[config.mk]
export PLATFORM = sky130hd
export DESIGN_NAME = lsu_bus
export DESIGN_NICKNAME = d
export VERILOG_FILES = /design/src/rtl/lsu_bus.sv
export SDC_FILE = /design/constraint.sdc
export NUM_CORES = 1
export LEC_CHECK = 0
export CELL_PAD_IN_SITES_DETAIL_PLACEMENT = 1
export CELL_PAD_IN_SITES_GLOBAL_PLACEMENT = 1
export CORE_ASPECT_RATIO = 1.5
export CORE_MARGIN = 2
export CORE_UTILIZATION = 25
export DETAILED_ROUTE_END_ITERATION = 16
export PLACE_DENSITY = 0.7
export SETUP_SLACK_MARGIN = 0.1
export SLEW_MARGIN = 5
export SYNTH_ARGS = -nofsm -noshare
export SYNTH_HDL_FRONTEND = slang
export SYNTH_SLANG_ARGS = --single-unit
[constraint.sdc]
create_clock -name clk_i -period 2.5 [get_ports clk_i]
set_input_delay 0.625 -clock clk_i [delete_from_list [all_inputs] [get_ports clk_i]]
set_output_delay 0.625 -clock clk_i [all_outputs]
set_load 0.01 [all_outputs]
[src/rtl/lsu_bus.sv]
// lsu_bus: load/store unit between the execute stage and a req/gnt/rvalid data port.
// Ports: clk_i/rst_i (sync, active-high); core side req_*_i / req_ready_o / rsp_*_o;
//        memory side d_req_o, d_gnt_i, d_we_o, d_addr_o, d_be_o, d_wdata_o, d_rvalid_i, d_rdata_i.
// Latency: zero-wait store 2, zero-wait load 3, error without bus access 1 cycle after accept.
// Backpressure: one transaction outstanding; req_ready_o is high only in IDLE.
// Build option: define LSU_MISALIGN_TRAP_EN to trap misaligned accesses instead of
// issuing them with the offset rounded down to the access size.
module lsu_bus #(
  parameter int DATA_W      = 32,
  parameter int ADDR_W      = 32,
  parameter int TIMEOUT_CYC = 16
) (
  input  logic              clk_i,
  input  logic              rst_i,
  input  logic              req_valid_i,
  output logic              req_ready_o,
  input  logic              req_we_i,
  input  logic [2:0]        req_funct3_i,
  input  logic [ADDR_W-1:0] req_addr_i,
  input  logic [DATA_W-1:0] req_wdata_i,
  output logic              rsp_valid_o,
  output logic [DATA_W-1:0] rsp_rdata_o,
  output logic              rsp_err_o,
  output logic              d_req_o,
  input  logic              d_gnt_i,
  output logic              d_we_o,
  output logic [ADDR_W-1:0] d_addr_o,
  output logic [DATA_W/8-1:0] d_be_o,
  output logic [DATA_W-1:0] d_wdata_o,
  input  logic              d_rvalid_i,
  input  logic [DATA_W-1:0] d_rdata_i
);

  localparam int NB    = DATA_W / 8;
  localparam int OB    = $clog2(NB);
  localparam int CNT_W = (TIMEOUT_CYC > 0) ? $clog2(TIMEOUT_CYC + 1) : 1;

  typedef enum logic [1:0] {IDLE, REQ, WAIT, RESP} state_e;

  state_e              state_q, state_d;
  logic                we_q, we_d;
  logic [1:0]          size_q, size_d;
  logic                uns_q, uns_d;
  logic [OB-1:0]       off_q, off_d;
  logic [ADDR_W-1:0]   addr_q, addr_d;
  logic [NB-1:0]       be_q, be_d;
  logic [DATA_W-1:0]   wdata_q, wdata_d;
  logic [DATA_W-1:0]   rdata_q, rdata_d;
  logic                err_q, err_d;
  logic [CNT_W-1:0]    cnt_q, cnt_d;

  // Request decode: size-dependent alignment mask, byte-enable base mask, replicated data.
  logic [1:0]          in_size;
  logic [OB-1:0]       in_off, in_off_f, align_mask;
  logic [NB-1:0]       be_mask;
  logic [DATA_W-1:0]   rep_wdata;
  logic                illegal;
`ifdef LSU_MISALIGN_TRAP_EN
  logic                misalign;
`endif

  always_comb begin
    in_size = req_funct3_i[1:0];
    in_off  = req_addr_i[OB-1:0];
    case (in_size)
      2'd0: begin
        align_mask = OB'(0);
        be_mask    = NB'(1);
        rep_wdata  = {NB{req_wdata_i[7:0]}};
      end
      2'd1: begin
        align_mask = OB'(1);
        be_mask    = NB'(3);
        rep_wdata  = {(NB/2){req_wdata_i[15:0]}};
      end
      2'd2: begin
        align_mask = OB'(3);
        be_mask    = NB'(15);
        rep_wdata  = {(DATA_W/32){req_wdata_i[31:0]}};
      end
      default: begin
        align_mask = OB'(7);
        be_mask    = NB'(255);
        rep_wdata  = req_wdata_i;
      end
    endcase
    illegal  = (DATA_W == 32) && (in_size == 2'd3);
    // Rounding the offset down is a no-op for aligned accesses.
    in_off_f = in_off & ~align_mask;
  end

`ifdef LSU_MISALIGN_TRAP_EN
  assign misalign = (in_off & align_mask) != '0;
`endif

  // Load extraction from the registered (possibly rounded) offset.
  logic [DATA_W-1:0] shifted, ext;
  always_comb begin
    shifted = d_rdata_i >> {off_q, 3'b000};
    ext     = shifted;
    case (size_q)
      2'd0: if (uns_q) ext = DATA_W'(shifted[7:0]);
            else       ext = DATA_W'($signed(shifted[7:0]));
      2'd1: if (uns_q) ext = DATA_W'(shifted[15:0]);
            else       ext = DATA_W'($signed(shifted[15:0]));
      2'd2: if (uns_q) ext = DATA_W'(shifted[31:0]);
            else       ext = DATA_W'($signed(shifted[31:0]));
      default: ext = shifted;
    endcase
  end

  logic timeout;
  assign timeout = (TIMEOUT_CYC != 0) && (cnt_q == CNT_W'(TIMEOUT_CYC));

  always_comb begin
    state_d = state_q;
    we_d    = we_q;
    size_d  = size_q;
    uns_d   = uns_q;
    off_d   = off_q;
    addr_d  = addr_q;
    be_d    = be_q;
    wdata_d = wdata_q;
    rdata_d = rdata_q;
    err_d   = err_q;
    cnt_d   = cnt_q + CNT_W'(1);
    case (state_q)
      IDLE: begin
        cnt_d = '0;
        if (req_valid_i) begin
          we_d    = req_we_i;
          size_d  = in_size;
          uns_d   = req_funct3_i[2];
          off_d   = in_off_f;
          addr_d  = {req_addr_i[ADDR_W-1:OB], {OB{1'b0}}};
          be_d    = be_mask << in_off_f;
          wdata_d = rep_wdata;
          rdata_d = '0;
          err_d   = 1'b0;
          if (illegal) begin
            err_d   = 1'b1;
            state_d = RESP;
          end
`ifdef LSU_MISALIGN_TRAP_EN
          else if (misalign) begin
            err_d   = 1'b1;
            state_d = RESP;
          end
`endif
          else begin
            state_d = REQ;
          end
        end
      end
      REQ: begin
        // Timeout wins over a grant arriving in the same cycle: d_req_o is already low.
        if (timeout) begin
          err_d   = 1'b1;
          state_d = RESP;
        end else if (d_gnt_i) begin
          cnt_d   = '0;
          state_d = we_q ? RESP : WAIT;
        end
      end
      WAIT: begin
        if (timeout) begin
          err_d   = 1'b1;
          state_d = RESP;
        end else if (d_rvalid_i) begin
          rdata_d = ext;
          state_d = RESP;
        end
      end
      RESP:    state_d = IDLE;
      default: state_d = IDLE;
    endcase
  end

  always_ff @(posedge clk_i) begin
    if (rst_i) begin
      state_q <= IDLE;
      we_q    <= 1'b0;
      size_q  <= '0;
      uns_q   <= 1'b0;
      off_q   <= '0;
      addr_q  <= '0;
      be_q    <= '0;
      wdata_q <= '0;
      rdata_q <= '0;
      err_q   <= 1'b0;
      cnt_q   <= '0;
    end else begin
      state_q <= state_d;
      we_q    <= we_d;
      size_q  <= size_d;
      uns_q   <= uns_d;
      off_q   <= off_d;
      addr_q  <= addr_d;
      be_q    <= be_d;
      wdata_q <= wdata_d;
      rdata_q <= rdata_d;
      err_q   <= err_d;
      cnt_q   <= cnt_d;
    end
  end

  // Handshake outputs are masked by rst_i so they are low for the whole reset period.
  assign req_ready_o = (state_q == IDLE) && !rst_i;
  assign d_req_o     = (state_q == REQ) && !timeout && !rst_i;
  assign rsp_valid_o = (state_q == RESP) && !rst_i;
  assign rsp_err_o   = (state_q == RESP) && err_q && !rst_i;
  assign rsp_rdata_o = rdata_q;
  assign d_we_o      = we_q;
  assign d_addr_o    = addr_q;
  assign d_be_o      = be_q;
  assign d_wdata_o   = wdata_q;

endmodule
==> impl_metrics.toml <==
[global_route]
gr-usage-met1_pct = 19.0
antenna_found_initial = 0
grt_pass1_wl_mm = 29.5
grt.total_usage_pct = 17.7
use_met2_pct = 33.1
top_usage_layer = "met2"
first_global_vias = 5141
grt_overflow = 0
grt_max_degree = 52
grtUsageMet3_pct = 4.60

[clocking]
clockBufferDepth = 2
insertion_delay_ps = 350
ctsRootBufferMaster = "clkbuf_16"
path_clk_slew_ps = 80
htree_levels = 3
clock-sinks = 112
numCtsBuffers = 9
tritoncts = "built"
postCtsHoldBufs = 0

[cells_and_area]
drive_above_1_share_pct = 9.21
nets = 899
antennaDiodeCount = 0
fin_util_pct = 39.6
stdcell_count = 1053
area_growth_pct = 56.0
final_area_sq_um = 7810

[critical_path]
cp_slowest_stage_delay_ps = 580
cp.arrival_ps = 1630
startpoint_type = "register"
cp-end-kind = "output port"
critical_path_buf_inv_count = 1
path_cells = "ha_1 > nor2b_2 > clkdlybuf4s50_1"
r2r-start = "cnt_q[0]"
cp_slowest_cell = "clkdlybuf4s50_1"
startpoint = "state_q[1]"
worstSetupPathType = "register to output port"
required_ps = 1880
crit_fanout = 5
crit_family = "buffers and inverters"

[timing]
clock.fmax_ghz = 0.443
period_share_pct = 90.4
rsz0062_at_grt = "no"
tightestPinTransition_ps = 676
min_period_ps = 2260
clock_skew_ps = 8.16
worst_hold_slack_ps = 433
maxSlewViolCount = 0
finalSetupTns_ps = 0
setup_viol = 0
finalHoldViolCount = 0
maxSlewHeadroom_pct = 54.9

[synthesis]
synth_top_area_share_pct = 44.8
synth_area_per_cell_sq_um = 8.54
synth.distinct_cells = 48
syn_area_sq_um = 5010
synth-edff-count = 0
yosysMostFrequentCell = "nand2_1"
synthArstFlopShare_pct = 0
synth_seq_area_share_pct = 44.8
synth_ff_type = "dfxtp_1"
synth.area.top_cells = "dfxtp_1, nand2_1, a21oi_1"
syn_inst = 586
synth-seq-cells = 112
synth_common_cells = "nand2_1, dfxtp_1, a21oi_1"
synth.yosys.warnings = 0
yosysTopAreaCell = "dfxtp_1"

[route]
via_count = 5072
wl_mm = 19.0
vias_per_cell = 4.82
dr.pass1.iters = 4
postRouteAntennaNets = 0
wl_per_cell_um = 18.0
drc = 0
drt_iter0_drc = 248

[floorplan]
core_sq_um = 19700
dieArea_sq_um = 21200
io-pin-count = 210
num_rows = 63
die_w_um = 120
die_h_um = 177
start_util_pct = 25.4

[placed_design]
place_area_sq_um = 7480
post-place-cells = 1037
hpwlAfterDp_mm = 14.4
gp_congestion = 0.783
portBuffers = 207

[pwr]
p_leak_nw = 2.78
ir_drop_v = 0.000329
powerDensity_nw_per_um2 = 826

[run]
cap_violations = 0

[min_path]
hp-start = "cnt_q[0]"
hold_class = "register to register"

[run_status]
outcome = "completed"
[per-stage QoR]
step | worst slack (ps) | total power, W
floorplan | 443 | 0.00366
global placement | -70.3 | 0.00492
detailed placement | -113 | 0.00497
CTS | 84.8 | 0.00655
global route | 124 | 0.00688
finish | 240 | 0.00645
[layout by cell type (no fill, tap or decap), types with 2 or more instances in the layout]
cell             netlist  routed
o311ai_0               8       8
a221o_1                8       8
a31oi_1                2       2
clkdlybuf4s50_1        0     203
clkbuf_8               0       2
nand2_1              122     121
nor2b_1                8       7
a22o_1                 8       8
mux2_2                 9       9
xor2_1                 2       2
buf_4                  4      31
nand3_1               11      11
mux2i_1               32      32
ha_1                   6       5
inv_1                  7       7
a311oi_1              11      11
dfxtp_2                0       2
buf_12                 0       3
clkbuf_16              0       9
clkinvlp_4             0       2
conb_1                 1       2
o31a_1                 8       8
nor3_1                 3       3
nand2b_1               2       2
a21oi_1               70      70
nor3_2                 2       2
a311o_1                2       2
a211oi_1              10      10
o21ai_0               27      27
dfxtp_1              112     110
nor2_1                29      29
o211ai_1              17      17
[worst paths after layout]
kind / end / slack [ps] / cells past startpoint
setup / recovery: rsp_valid_o / 240 / 3
setup reg to reg: rsp_rdata_o[26] / 240 / 9
hold / removal: cnt_q[0] / 430 / 1
hold reg to reg: cnt_q[0] / 430 / 1
[worst register-to-register path: cells and delay by family (launching register included)]
family | cells | cell delay, ps
AO/OA/AOI/OAI | 1 | 160
adder cells (fa/ha/maj) | 1 | 200
buffers and inverters | 4 | 590
flip-flops | 1 | 350
AND/OR/NAND/NOR | 3 | 890
[registers in the layout (all words and copies together) (netlist names)]
register and count:
d_wdata_o 32, off_q 2, d_addr_o 30, rsp_rdata_o 32, d_we_o 1, err_q 1
d_be_o 4, size_q 2, cnt_q 5, state_q 2, uns_q 1
[power by group]
group	internal, W	total (W)	switching (W)
Combinational	0.00124	0.00261	0.00137
Clock	0.000840	0.00155	0.000708
Sequential	0.00211	0.00229	0.000185
Total	0.00418	0.00645	0.00227
[layer usage]
layer	vias to the layer above	share of wire, %
met2	143	53
met1	2424	38
met4	0	2.9
met3	27	5.4
met5	-	0
li1	2478	-
[repair_timing]
action | in CTS | in global routing
buffers inserted | 0 | 0
setup endpoints to repair | 4 | 18
gates resized for setup | 5 | 6
[layout make-up]
| cell class | instances | area (sq um) |
|---|---|---|
| clock buffer | 11 | 253 |
| clock inverter | 5 | 62.6 |
| fill | 2281 | 11900 |
| inverter | 8 | 30.0 |
| multi-input combinational | 417 | 2540 |
| sequential | 112 | 2240 |
| tap | 260 | 325 |
| timing repair buffer | 240 | 2350 |
[logic make-up (layout without fill, tap and decap cells)]
kind of cell | count (synthesis) | after routing | synth area share (%)
buffers and inverters | 58 | 264 | 4.85
XOR/XNOR | 3 | 3 | 0.525
AO/OA/AOI/OAI | 177 | 177 | 23.5
adder cells (fa/ha/maj) | 6 | 6 | 1.50
AND/OR/NAND/NOR | 188 | 188 | 16.4
other | 1 | 2 | 0.0749
multiplexers | 41 | 41 | 8.42
flip-flops | 112 | 112 | 44.8
Power figures use the tool's default switching activity.
